### src/rtl/param_fifo_pkg.sv
// Shared constants and width helper for the parameterised FIFO.
// Optional feature macro: PARAM_FIFO_ERR_EN (sticky overflow/underflow flags).
package param_fifo_pkg;

  localparam int unsigned DEF_WIDTH     = 8;
  localparam int unsigned DEF_DEPTH     = 16;
  localparam int unsigned DEF_AF_MARGIN = 2;
  localparam int unsigned DEF_AE_LEVEL  = 2;

  // Ceiling log2; clog2(1) = 0.
  function automatic int unsigned clog2(input int unsigned value);
    int unsigned res;
    res = 0;
    for (int unsigned v = value - 1; v > 0; v = v >> 1) begin
      res = res + 1;
    end
    return res;
  endfunction

endpackage

### src/rtl/param_fifo_if.sv
// Handshake/status bundle between a FIFO user (master) and the FIFO (slave).
// Optional feature macro: PARAM_FIFO_ERR_EN adds ovf/udf.
interface param_fifo_if
  import param_fifo_pkg::*;
#(
  parameter int unsigned WIDTH = DEF_WIDTH,
  parameter int unsigned DEPTH = DEF_DEPTH
);

  localparam int unsigned CW = clog2(DEPTH + 1);

  logic             clr;
  logic             wr;
  logic [WIDTH-1:0] din;
  logic             rd;
  logic [WIDTH-1:0] dout;
  logic             dout_vld;
  logic             full;
  logic             empty;
  logic             afull;
  logic             aempty;
  logic [CW-1:0]    count;
`ifdef PARAM_FIFO_ERR_EN
  logic             ovf;
  logic             udf;

  modport master (
    output clr, wr, din, rd,
    input  dout, dout_vld, full, empty, afull, aempty, count, ovf, udf
  );

  modport slave (
    input  clr, wr, din, rd,
    output dout, dout_vld, full, empty, afull, aempty, count, ovf, udf
  );
`else
  modport master (
    output clr, wr, din, rd,
    input  dout, dout_vld, full, empty, afull, aempty, count
  );

  modport slave (
    input  clr, wr, din, rd,
    output dout, dout_vld, full, empty, afull, aempty, count
  );
`endif

endinterface

### src/rtl/param_fifo_dpram.sv
// WIDTH x DEPTH storage: one write port, one synchronous read port.
// The array itself is never reset; only the read data register is.
module fifo_dpram
  import param_fifo_pkg::*;
#(
  parameter int unsigned WIDTH = DEF_WIDTH,
  parameter int unsigned DEPTH = DEF_DEPTH
) (
  input  logic                      clk,
  input  logic                      rst,
  input  logic                      we,
  input  logic [clog2(DEPTH)-1:0]   waddr,
  input  logic [WIDTH-1:0]          wdata,
  input  logic                      re,
  input  logic [clog2(DEPTH)-1:0]   raddr,
  output logic [WIDTH-1:0]          rdata
);

  logic [WIDTH-1:0] mem [DEPTH];
  logic [WIDTH-1:0] rdata_d;
  logic [WIDTH-1:0] rdata_q;

  // Storage write; no reset so contents survive rst and clr.
  always_ff @(posedge clk) begin
    if (we) begin
      mem[waddr] <= wdata;
    end
  end

  // Read data holds its last value unless a read is accepted.
  always_comb begin
    rdata_d = rdata_q;
    if (re) begin
      rdata_d = mem[raddr];
    end
  end

  // Read data register.
  always_ff @(posedge clk or posedge rst) begin
    if (rst) begin
      rdata_q <= '0;
    end else begin
      rdata_q <= rdata_d;
    end
  end

  assign rdata = rdata_q;

endmodule

### src/rtl/param_fifo.sv
// Synchronous FIFO: pointer/count control and status flags around fifo_dpram.
// Optional feature macro: PARAM_FIFO_ERR_EN enables sticky ovf/udf flags.
module param_fifo
  import param_fifo_pkg::*;
#(
  parameter int unsigned WIDTH    = DEF_WIDTH,
  parameter int unsigned DEPTH    = DEF_DEPTH,
  parameter int unsigned AF_LEVEL = DEPTH - DEF_AF_MARGIN,
  parameter int unsigned AE_LEVEL = DEF_AE_LEVEL
) (
  input  logic         clk,
  input  logic         rst,
  param_fifo_if.slave  bus
);

  localparam int unsigned AW = clog2(DEPTH);
  localparam int unsigned CW = clog2(DEPTH + 1);

  logic          rd_acc_c;
  logic          wr_acc_c;
  logic [AW-1:0] wr_ptr_d, wr_ptr_q;
  logic [AW-1:0] rd_ptr_d, rd_ptr_q;
  logic [CW-1:0] count_d, count_q;
  logic          dout_vld_d, dout_vld_q;
  logic          full_d, full_q;
  logic          empty_d, empty_q;
  logic          afull_d, afull_q;
  logic          aempty_d, aempty_q;

  // Accept decode, pointer/count update and flag decode of the next count.
  always_comb begin
    rd_acc_c   = bus.rd & ~empty_q & ~bus.clr;
    wr_acc_c   = bus.wr & (~full_q | rd_acc_c) & ~bus.clr;
    wr_ptr_d   = wr_ptr_q;
    rd_ptr_d   = rd_ptr_q;
    count_d    = count_q;
    dout_vld_d = rd_acc_c;
    if (bus.clr) begin
      wr_ptr_d = '0;
      rd_ptr_d = '0;
      count_d  = '0;
    end else begin
      if (wr_acc_c) begin
        wr_ptr_d = wr_ptr_q + AW'(1);
      end
      if (rd_acc_c) begin
        rd_ptr_d = rd_ptr_q + AW'(1);
      end
      case ({wr_acc_c, rd_acc_c})
        2'b10:   count_d = count_q + CW'(1);
        2'b01:   count_d = count_q - CW'(1);
        default: count_d = count_q;
      endcase
    end
    full_d   = (count_d == CW'(DEPTH));
    empty_d  = (count_d == '0);
    afull_d  = (count_d >= CW'(AF_LEVEL));
    aempty_d = (count_d <= CW'(AE_LEVEL));
  end

  // Control state; flags reset to the decode of count = 0.
  always_ff @(posedge clk or posedge rst) begin
    if (rst) begin
      wr_ptr_q   <= '0;
      rd_ptr_q   <= '0;
      count_q    <= '0;
      dout_vld_q <= 1'b0;
      full_q     <= 1'b0;
      empty_q    <= 1'b1;
      afull_q    <= 1'b0;
      aempty_q   <= 1'b1;
    end else begin
      wr_ptr_q   <= wr_ptr_d;
      rd_ptr_q   <= rd_ptr_d;
      count_q    <= count_d;
      dout_vld_q <= dout_vld_d;
      full_q     <= full_d;
      empty_q    <= empty_d;
      afull_q    <= afull_d;
      aempty_q   <= aempty_d;
    end
  end

`ifdef PARAM_FIFO_ERR_EN
  logic ovf_d, ovf_q;
  logic udf_d, udf_q;

  // Sticky error flags, cleared only by rst or clr.
  always_comb begin
    ovf_d = ovf_q | (bus.wr & full_q & ~bus.rd);
    udf_d = udf_q | (bus.rd & empty_q);
    if (bus.clr) begin
      ovf_d = 1'b0;
      udf_d = 1'b0;
    end
  end

  // Error flag registers.
  always_ff @(posedge clk or posedge rst) begin
    if (rst) begin
      ovf_q <= 1'b0;
      udf_q <= 1'b0;
    end else begin
      ovf_q <= ovf_d;
      udf_q <= udf_d;
    end
  end

  assign bus.ovf = ovf_q;
  assign bus.udf = udf_q;
`endif

  fifo_dpram #(
    .WIDTH (WIDTH),
    .DEPTH (DEPTH)
  ) u_mem (
    .clk   (clk),
    .rst   (rst),
    .we    (wr_acc_c),
    .waddr (wr_ptr_q),
    .wdata (bus.din),
    .re    (rd_acc_c),
    .raddr (rd_ptr_q),
    .rdata (bus.dout)
  );

  assign bus.dout_vld = dout_vld_q;
  assign bus.count    = count_q;
  assign bus.full     = full_q;
  assign bus.empty    = empty_q;
  assign bus.afull    = afull_q;
  assign bus.aempty   = aempty_q;

endmodule

### src/flat_wrapper.sv
// flat-port wrapper written by rule: the top's interface ports become plain ports
module param_fifo_flat import param_fifo_pkg::*;
#(
  parameter int unsigned WIDTH    = DEF_WIDTH,
  parameter int unsigned DEPTH    = DEF_DEPTH,
  parameter int unsigned AF_LEVEL = DEPTH - DEF_AF_MARGIN,
  parameter int unsigned AE_LEVEL = DEF_AE_LEVEL
)
  (clk, rst, bus_clr, bus_wr, bus_din, bus_rd, bus_dout, bus_dout_vld, bus_full, bus_empty, bus_afull, bus_aempty, bus_count);
  param_fifo_if #(.WIDTH(WIDTH), .DEPTH(DEPTH)) bus_i ();
  input  logic clk;
  input  logic rst;
  input wire logic [$bits(bus_i.clr)-1:0] bus_clr;
  input wire logic [$bits(bus_i.wr)-1:0] bus_wr;
  input wire logic [$bits(bus_i.din)-1:0] bus_din;
  input wire logic [$bits(bus_i.rd)-1:0] bus_rd;
  output wire logic [$bits(bus_i.dout)-1:0] bus_dout;
  output wire logic [$bits(bus_i.dout_vld)-1:0] bus_dout_vld;
  output wire logic [$bits(bus_i.full)-1:0] bus_full;
  output wire logic [$bits(bus_i.empty)-1:0] bus_empty;
  output wire logic [$bits(bus_i.afull)-1:0] bus_afull;
  output wire logic [$bits(bus_i.aempty)-1:0] bus_aempty;
  output wire logic [$bits(bus_i.count)-1:0] bus_count;
  assign bus_i.clr = bus_clr;
  assign bus_i.wr = bus_wr;
  assign bus_i.din = bus_din;
  assign bus_i.rd = bus_rd;
  assign bus_dout = bus_i.dout;
  assign bus_dout_vld = bus_i.dout_vld;
  assign bus_full = bus_i.full;
  assign bus_empty = bus_i.empty;
  assign bus_afull = bus_i.afull;
  assign bus_aempty = bus_i.aempty;
  assign bus_count = bus_i.count;
  param_fifo #(.WIDTH(WIDTH), .DEPTH(DEPTH), .AF_LEVEL(AF_LEVEL), .AE_LEVEL(AE_LEVEL)) u_core (.clk(clk), .rst(rst), .bus(bus_i));
endmodule
### config.mk
export PLATFORM = sky130hd
export DESIGN_NAME = param_fifo_flat
export DESIGN_NICKNAME = d
export VERILOG_FILES = /design/src/rtl/param_fifo_pkg.sv /design/src/rtl/param_fifo_if.sv /design/src/rtl/param_fifo_dpram.sv /design/src/rtl/param_fifo.sv /design/src/flat_wrapper.sv
export SDC_FILE = /design/constraint.sdc
export NUM_CORES = 1
export LEC_CHECK = 0
export BUFFER_PORTS_ARGS = -buffer_cell sky130_fd_sc_hd__buf_4
export CAP_MARGIN = 20
export CORE_UTILIZATION = 40
export CTS_CLUSTER_DIAMETER = 60
export CTS_CLUSTER_SIZE = 12
export DETAILED_ROUTE_END_ITERATION = 10
export PLACE_DENSITY = 0.65
export REMOVE_ABC_BUFFERS = 1
export SLEW_MARGIN = 20
export SYNTH_ARGS = -nofsm -noshare
export SYNTH_HDL_FRONTEND = slang
export SYNTH_HIERARCHICAL = 1
export SYNTH_SLANG_ARGS = --single-unit
### constraint.sdc
create_clock -name clk -period 3.6 [get_ports clk]
set_input_delay 0.54 -clock clk [delete_from_list [all_inputs] [get_ports clk]]
set_output_delay 0.54 -clock clk [all_outputs]
set_load 0.01 [all_outputs]
==> flow_metrics.py <==
metrics = {
    "finish": {
        "final_cell_area_mm2": 0.00747,
        "instances_no_fill": 615,
        "diodes": 0,
        "area_growth_pct": 17.9,
        "final_util_pct": 48.8,
        "nets": 409,
        "drive_gt1_share_pct": 32.2,
        "fillers": 1290,
    },
    "grt": {
        "grt_max_degree": 28,
        "grt_pass1_wl_um": 18800,
        "met2_usage_pct": 27.4,
        "gr-usage-met3_pct": 3.46,
        "grt-ovfl-total": 0,
        "grt_pass1_vias": 3333,
        "met1_usage_pct": 20.5,
        "antenna_found_initial": 0,
        "grt.busiest_layer": "met2",
        "grt.total_usage_pct": 16.3,
    },
    "sta": {
        "hold_viol_final": 0,
        "fin_crit_ns": 3.05,
        "finalCritPeriodShare_pct": 84.8,
        "slew_viol_final": 0,
        "worst_slack_ns": 0.546,
        "worstMarginPinSlew_ns": 0.910,
        "fin_hold_ws_ns": 0.100,
        "fmax_mhz": 327,
        "finalSetupTns_ns": 0,
        "setup_violations": 0,
        "rsz0062_at_grt": "false",
        "fin_skew_ns": 0.0110,
        "slew_headroom_pct": 39.3,
    },
    "floorplanning": {
        "io_pins": 31,
        "num_rows": 45,
        "fp.dieH_um": 128,
        "coreArea_mm2": 0.0153,
        "initial_core_util_pct": 41.4,
        "die_area_mm2": 0.0164,
        "fp.dieW_um": 128,
    },
    "synthesis": {
        "synth-seq-area-share_pct": 70.9,
        "synth_cells": 336,
        "synth.cell_area_mm2": 0.00634,
        "synth_edf_count": 128,
        "ys_types": 49,
        "ys_ff_latch": 154,
        "ys.flop_type": "edfxtp_1",
        "async_flop_share_pct": 16.9,
        "syn_area_per_cell_um2": 18.9,
        "ys_warn_count": 6,
    },
    "place": {
        "port_buffers": 30,
        "gp_congestion": 0.734,
        "placed_area_mm2": 0.00686,
        "dp_slack_ns": 0.305,
        "dp.cells": 583,
        "dp_hpwl_um": 7810,
    },
    "critical_path": {
        "crit_required_ns": 3.92,
        "cp_max_fo": 6,
        "end_kind": "flop",
        "worst_setup_path_start_kind": "flop",
        "critPathArrivalTime_ns": 3.38,
        "crit_type": "flop to flop",
    },
    "min_path": {
        "hold_class": "input pin to async pin",
    },
    "power_and_ir_drop": {
        "fin_total_pwr_mw": 4.58,
        "ir_worst_vdd_mv": 0.393,
        "leakagePower_nw": 2.56,
        "p_per_area_mw_per_mm2": 613,
    },
    "route": {
        "dr.pass1.iters": 4,
        "ant_nets": 0,
        "wl_um": 12100,
        "drc": 0,
        "num_vias": 3191,
        "vias_per_cell": 5.19,
        "wl_per_cell_um": 19.7,
        "drt_iter0_markers": 218,
    },
    "cts": {
        "htreeDepth": 4,
        "clk_pin_slew_ns": 0.06,
        "tritoncts": "done",
        "cts.sinks": 154,
        "cts-root-buf": "clkbuf_16",
        "postCtsSetupBuffers": 0,
        "worstSkewPairLatency_ns": 0.43,
        "cts_hold_buf": 0,
        "cts_made_buffers": 17,
        "clock_path_buffers": 2,
        "cts_resized": 0,
    },
    "outcome": {
        "status": "completed",
    },
    "run": {
        "maxCapViolCount": 0,
    },
}
worst max-delay path: stages, from the launching register on:
cell and delay (ns):
dfstp_2 0.38, nor3b_2 0.20, o21ai_1 0.11, or2_1 0.26, ha_1 0.28, xor2_1 0.19, ha_1 0.24, nor2b_1 0.15
o32ai_1 0.37, mux2i_1 0.26, nand4_2 0.16, a2111oi_2 0.36
cell type report:
type                       instances  area, um2  share of cell area, %
tap                              211        264                   3.53
clock buffer                      22        474                   6.35
clock inverter                    10        140                   1.88
timing repair buffer              53        398                   5.32
multi-input combinational        157       1670                   22.3
sequential                       154       4500                   60.2
inverter                           8       30.0                  0.402
metal layers:
metal  share of wire [%]  wire (um)
met1                  44       5370
met2                  51       6190
met3                 3.2        394
met4                 1.5        184
met5                   0          0
kinds of logic after synthesis:
kind of cell / after synthesis / share of synthesized area [%]
AOI/OAI and AO/OA: 32 / 4.68
xor gates and xnor gates: 8 / 1.11
adders and majority gates: 5 / 0.987
buffers and inverters: 25 / 2.72
DFF: 154 / 70.9
muxes: 45 / 13.9
and+or+nand+nor: 67 / 5.70
Yosys cell counts, types with 3 or more instances:
cell type | number | area, um2
a21oi_1 | 5 | 25.0
a221oi_2 | 8 | 120
buf_1 | 4 | 15.0
buf_2 | 4 | 20.0
buf_6 | 5 | 56.3
dfrtp_1 | 24 | 601
edfxtp_1 | 128 | 3840
ha_1 | 5 | 62.6
inv_1 | 8 | 30.0
mux2i_1 | 12 | 120
mux4_1 | 6 | 158
mux4_2 | 26 | 586
nand2_1 | 3 | 11.3
nand2b_1 | 4 | 25.0
nand3_1 | 4 | 20.0
nand3b_1 | 3 | 22.5
nor2_1 | 32 | 120
nor2b_1 | 3 | 18.8
nor3_1 | 5 | 25.0
o22ai_1 | 7 | 43.8
xnor2_1 | 3 | 26.3
xor2_1 | 5 | 43.8
sequential cells by signal, indices dropped and copies added (netlist names):
name and cells:
u_core/bus.empty 1, u_core/bus.count 5, u_core/bus.dout_vld 1, u_core/bus.afull 1
u_core/u_mem/mem 128, u_core/wr_ptr_q 4, u_core/rd_ptr_q 4, u_core/u_mem/rdata 8
u_core/bus.aempty 1, u_core/bus.full 1
cells in the final DEF, fill, tap and decap left out, types with 3 or more instances in the layout:
master and instances:
a21oi_1 5, a221oi_2 8, buf_4 53, bufinv_16 3, clkbuf_16 17, clkbuf_8 3, clkinvlp_4 3, dfrtp_1 24
edfxtp_1 128, ha_1 5, inv_1 8, mux2i_1 12, mux4_1 6, mux4_2 26, nand2_1 3, nand2b_1 4
nand3_1 4, nand3b_1 3, nor2_1 32, nor2b_1 3, nor3_1 5, o22ai_1 7, xnor2_1 3, xor2_1 5
where the power goes:
group | switching (mW) | total [mW] | internal [mW] | leakage, nW
combinational | 0.325 | 0.623 | 0.297 | 0.787
clock | 0.684 | 1.83 | 1.15 | 0.293
sequential | 0.0869 | 2.13 | 2.04 | 1.48
path summary, 6_finish.rpt:
kind | cells after the start | from | end | slack, ns
worst max-delay path | 11 | u_core/bus.empty$_DFF_PP1_ | u_core/bus.aempty$_DFF_PP1_ | 0.55
worst min-delay path | 2 | rst | u_core/u_mem/rdata[1]$_DFFE_PP0P_ | 0.10
worst max register to register | 11 | u_core/bus.empty$_DFF_PP1_ | u_core/bus.aempty$_DFF_PP1_ | 0.55
worst min register to register | 2 | u_core/u_mem/rdata[3]$_DFFE_PP0P_ | u_core/u_mem/rdata[3]$_DFFE_PP0P_ | 0.59
max in group asynchronous | 2 | rst | u_core/bus.count[3]$_DFF_PP0_ | 2.89
min in group clk | 1 | bus_din[2] | u_core/u_mem/mem[2][2]$_DFFE_PP_ | 0.42
Note: power is estimated with default switching activity, not from simulation.
